===== src/rtl/u32_to_fp_arbiter.sv =====
// rtl/u32_to_fp_arbiter.sv - round-robin arbiter sharing one pipelined U32-to-float converter
// Tags ride a shadow pipeline that advances in lockstep with the converter's clock enable.
module u32_to_fp_arbiter #(
  parameter int NUM_REQ    = 4,
  parameter int NUM_STAGES = 6,
  parameter int ID_W       = $clog2(NUM_REQ)
) (
  input  logic                              clk,
  input  logic                              rst,
  input  logic [NUM_REQ-1:0]                req_valid,
  input  logic [NUM_REQ*32-1:0]             req_data,
  output logic [NUM_REQ-1:0]                req_ready,
  output logic [31:0]                       cvt_i,
  output logic                              cvt_ce,
  input  logic [33:0]                       cvt_o,
  output logic                              rsp_valid,
  output logic [ID_W-1:0]                   rsp_id,
  output logic [33:0]                       rsp_data,
  input  logic                              rsp_ready,
  output logic [$clog2(NUM_STAGES+2)-1:0]   inflight
);

  localparam int CNT_W = $clog2(NUM_STAGES+2);

  logic [31:0]     ops [NUM_REQ];
  logic            vld [1:NUM_STAGES];
  logic [ID_W-1:0] tag [1:NUM_STAGES];
  logic [ID_W-1:0] ptr;
  logic [ID_W-1:0] gidx;
  logic            found;
  logic            req_hs;
  logic            rsp_hs;
  logic [NUM_REQ-1:0] grant;

  for (genvar i = 0; i < NUM_REQ; i++) begin : g_ops
    assign ops[i] = req_data[32*i +: 32];
  end

  // First requesting index at or after ptr, wrapping modulo NUM_REQ.
  always_comb begin
    int              cand;
    logic [ID_W-1:0] idx;
    cand  = 0;
    idx   = '0;
    found = 1'b0;
    gidx  = '0;
    for (int k = 0; k < NUM_REQ; k++) begin
      cand = int'(ptr) + k;
      if (cand >= NUM_REQ) cand = cand - NUM_REQ;
      idx = cand[ID_W-1:0];
      if (!found && req_valid[idx]) begin
        found = 1'b1;
        gidx  = idx;
      end
    end
  end

  assign cvt_ce    = !(vld[NUM_STAGES] && !rsp_ready);
  assign grant     = found ? (NUM_REQ'(1) << gidx) : '0;
  assign req_ready = grant & {NUM_REQ{cvt_ce}};
  assign req_hs    = found && cvt_ce;
  assign cvt_i     = found ? ops[gidx] : 32'h0;

  assign rsp_valid = vld[NUM_STAGES];
  assign rsp_id    = tag[NUM_STAGES];
  assign rsp_data  = cvt_o;
  assign rsp_hs    = rsp_valid && rsp_ready;

  always_ff @(posedge clk or negedge rst) begin
    if (!rst) begin
      for (int s = 1; s <= NUM_STAGES; s++) begin
        vld[s] <= 1'b0;
        tag[s] <= '0;
      end
      ptr      <= '0;
      inflight <= '0;
    end else begin
      if (cvt_ce) begin
        vld[1] <= req_hs;
        tag[1] <= gidx;
        for (int s = 2; s <= NUM_STAGES; s++) begin
          vld[s] <= vld[s-1];
          tag[s] <= tag[s-1];
        end
      end
      if (req_hs) begin
        ptr <= (gidx == ID_W'(NUM_REQ-1)) ? '0 : gidx + ID_W'(1);
      end
      case ({req_hs, rsp_hs})
        2'b10:   inflight <= inflight + CNT_W'(1);
        2'b01:   inflight <= inflight - CNT_W'(1);
        default: inflight <= inflight;
      endcase
    end
  end

endmodule

===== config.mk =====
export PLATFORM = sky130hd
export DESIGN_NAME = u32_to_fp_arbiter
export DESIGN_NICKNAME = d
export VERILOG_FILES = /design/src/rtl/u32_to_fp_arbiter.sv
export SDC_FILE = /design/constraint.sdc
export NUM_CORES = 1
export LEC_CHECK = 0
export BUFFER_PORTS_ARGS = -buffer_cell sky130_fd_sc_hd__buf_2
export CAP_MARGIN = 5
export CORE_AREA = 2 2 96 98
export CTS_CLUSTER_SIZE = 24
export DETAILED_ROUTE_END_ITERATION = 8
export DIE_AREA = 0 0 98 100
export PLACE_DENSITY = 0.67
export SKIP_CTS_REPAIR_TIMING = 1
export SYNTH_ARGS = -nofsm -noshare
export SYNTH_HDL_FRONTEND = slang
export SYNTH_SLANG_ARGS = --single-unit

===== constraint.sdc =====
create_clock -name clk -period 1.8 [get_ports clk]
set_input_delay 0.09 -clock clk [delete_from_list [all_inputs] [get_ports clk]]
set_output_delay 0.09 -clock clk [all_outputs]
set_load 0.005 [all_outputs]

==> out/qor.csv <==
stage,metric,value,unit
global_routing,largest net degree at the start of global routing,26,
route,DR iter-0 viols,100,
placed_design,HPWL after DPL,6.96,mm
synth,Yosys reg bits,23,
timing,period utilization,114,%
run_status,status,"finished, violations left",
final_layout,Fillers,902,
critical_path,Startpoint Class,flop,
critical_path,CP Launch Point,ptr[1],
critical_path,Critical R2R Launch,ptr[1],
final_layout,Util after Layout,41.4,%
run_status,failing checks,setup timing,
synth,"EDFF count, synth",0,
flow_run,MaxCap Viol Count,0,
die,Die W,98,microns
die,Ports,246,
power_and_ir_drop,Peak VDD IR,0.342,mV
synth,Cells after Synth,272,
worst_hold_path,Hold Path End,rsp_data[1],
die,Core ar.,8890,sq um
route,Vias,2595,
timing,unrepaired setup endpoints after global routing,true,
worst_hold_path,Hold Crit Depth,0,
critical_path,"Arr. time, crit path",1.96,ns
die,Die H,100,microns
route,post-DR wirelength/cell,16.8,microns
power_and_ir_drop,total power,4.93,mW
final_layout,Non-Filler Instances,552,
final_layout,Layout Nets,617,
global_routing,GR Overflow Total,0,
clock_network,depth of the CTS H-tree,1,
timing,Final Max Slew Viols,0,
timing,slew at the pin closest to its max-slew limit,0.518,ns
clock_network,CTS Root Cell,clkbuf_8,
worst_hold_path,Hold Path Class,primary input to output port,
clock_network,clk buf depth,2,
power_and_ir_drop,P per Cell Area,1340,nW/um^2
synth,ys flop type,dfrtp_1,
timing,skew final,0.00267,ns
critical_path,Required @ worst endpoint,1.71,ns
timing,Final WS setup,-0.255,ns
timing,final setup vio count,36,
final_layout,area occupied by multi-input gates,1490,sq um
global_routing,vias in the first global route,2309,
route,Residual DRC,0,
global_routing,initial antenna violation count,1,
critical_path,RR Endpoint,ptr[1],
timing,final hold vios,0,
critical_path,Crit Path Max Fanout,5,
global_routing,global-route total usage across every layer,15.1,%
clock_network,"CTS clk-pin slew, worst paths",0.08,ns
critical_path,Register-to-Register Path Depth,9,
final_layout,layout cells sized above 1,57.4,%
clock_network,CTS Buf Count,3,
worst_hold_path,worst hold start,cvt_o[1],
final_layout,Area Growth Syn to Fin,55.2,%
critical_path,WS Path Type,flop to output port,
route,Post-DRT Antenna Nets,0,
final_layout,sequential cell area,578,sq um
final_layout,Ant. Diodes,0,
timing,WHS,0.180,ns
synth,asr flop ratio synth,100,%
die,Total Die Area,9800,sq um
critical_path,Reg2Reg Setup Slack,0.06,ns
synth,Mean Syn Cell Area,8.71,sq um
placed_design,IO Port Bufs,177,
global_routing,first-pass GRT wire length,11.9,mm
synth,syn nets,447,
timing,Highest Clock Rate,487,MHz
synth,Synth Cell Area,2370,sq um
placed_design,Placed Cells,530,
synth,"Distinct cells, synth",31,
timing,worst relative slew slack,65.5,%
route,post-DR vias/cell,4.70,
die,effective utilization at floorplan,26.7,%
timing,clock period minus worst slack,2.05,ns
die,Site Rows,35,
synth,YS warnings,0,
critical_path,Setup crit end kind,output port,
route,first-pass iteration count of the detailed router,4,
power_and_ir_drop,Pleak,2.07,nW
synth,sequential fraction of the synthesis area,24.3,%
placed_design,Final GP Congestion,0.827,
route,final WL,9.26,mm
clock_network,CTS tree,yes,
clock_network,CTS sink count,23,
clock_network,Worst-Skew Late Latency,0.27,ns
cell type report:
| class | count | area share, % |
|---|---|---|
| Tap cell | 111 | 3.78 |
| Clock inverter | 1 | 0.204 |
| Sequential cell | 23 | 15.7 |
| Clock buffer | 3 | 1.12 |
| Multi-Input combinational cell | 189 | 40.5 |
| Inverter | 8 | 0.952 |
| Timing Repair Buffer | 217 | 37.8 |
per-stage QoR:
stage / TNS, ns / worst slack [ns] / cell area [sq um]
after floorplan: 0 / 0.0174 / 2380
after global placement: 0 / 0.0308 / 3230
after detailed placement: -0.0239 / -0.0239 / 3230
after CTS: -7.07 / -0.329 / 3280
after global routing: -11.42 / -0.359 / 3680
final: -8.19 / -0.255 / 3680
cell usage in the layout (no fill, tap or decap), types with 4 or more instances in the layout:
cell type and n:
o22ai_1 32, nor2_1 5, buf_6 12, clkbuf_16 5, buf_12 5, and2_4 4, buf_2 175, dfrtp_1 21
a21oi_1 4, mux2i_1 56, nand2_1 49, mux2i_2 7, buf_4 19
logic make-up after synthesis:
logic type / after synthesis / synth area share, %
AND/OR/NAND/NOR: 71 / 13.6
multiplexers: 64 / 27.0
buffers and inverters: 60 / 18.7
AO/OA/AOI/OAI: 45 / 11.8
flip-flops: 23 / 24.3
adder cells (fa/ha/maj): 6 / 3.48
XOR/XNOR: 3 / 1.11
worst max-delay path: stages, from the launching register on:
cell and delay [ns]:
dfrtp_2 0.43, nand2b_4 0.15, o21ai_2 0.05, nand4b_4 0.26, buf_12 0.21, buf_4 0.16
mux2i_2 0.15, o22ai_1 0.15, buf_2 0.13
Yosys cell counts, types with 2 or more instances:
library cell,count,area (sq um)
dfrtp_1,23,576
inv_1,5,18.8
nor2_1,7,26.3
a21oi_1,4,20.0
buf_12,4,80.1
clkbuf_1,3,11.3
nand2_1,50,188
nor2b_1,2,12.5
nand2b_1,2,12.5
o21ai_1,3,15.0
o21ai_0,3,15.0
mux2i_1,64,641
buf_4,39,293
and2_1,5,31.3
xor2_1,2,17.5
ha_1,5,62.6
inv_2,2,7.51
buf_2,5,25.0
o22ai_1,32,200
registers in the layout, summed over array words and instances, names as in the netlist:
register / cells
ptr: 2
rsp_id: 2
tag: 10
rsp_valid: 1
vld: 5
inflight: 3
power breakdown:
| group | internal, mW | total (mW) | switching (mW) |
|---|---|---|---|
| Sequential | 0.765 | 0.928 | 0.164 |
| Clock | 0.157 | 0.337 | 0.180 |
| Combinational | 1.99 | 3.66 | 1.67 |
| Total | 2.91 | 4.93 | 2.02 |
metal layers:
| layer | GRT usage, % | share of wire (%) |
|---|---|---|
| met2 | 25.4 | 50 |
| met1 | 19.8 | 42 |
| met4 | 2.24 | 0.31 |
| met5 | 0 | 0 |
| met3 | 3.97 | 7.7 |
worst max path at each step:
stage,end,slack (ns),cells past startpoint
3_5_place_dp,cvt_i[12],-0.02,7
6_report,cvt_i[16],-0.25,8
4_1_cts,cvt_i[12],-0.33,7
2_1_floorplan,inflight[2],0.02,10
3_3_place_gp,inflight[2],0.03,11
5_1_grt,cvt_i[16],-0.36,8
Note: power is estimated with default switching activity, not from simulation.
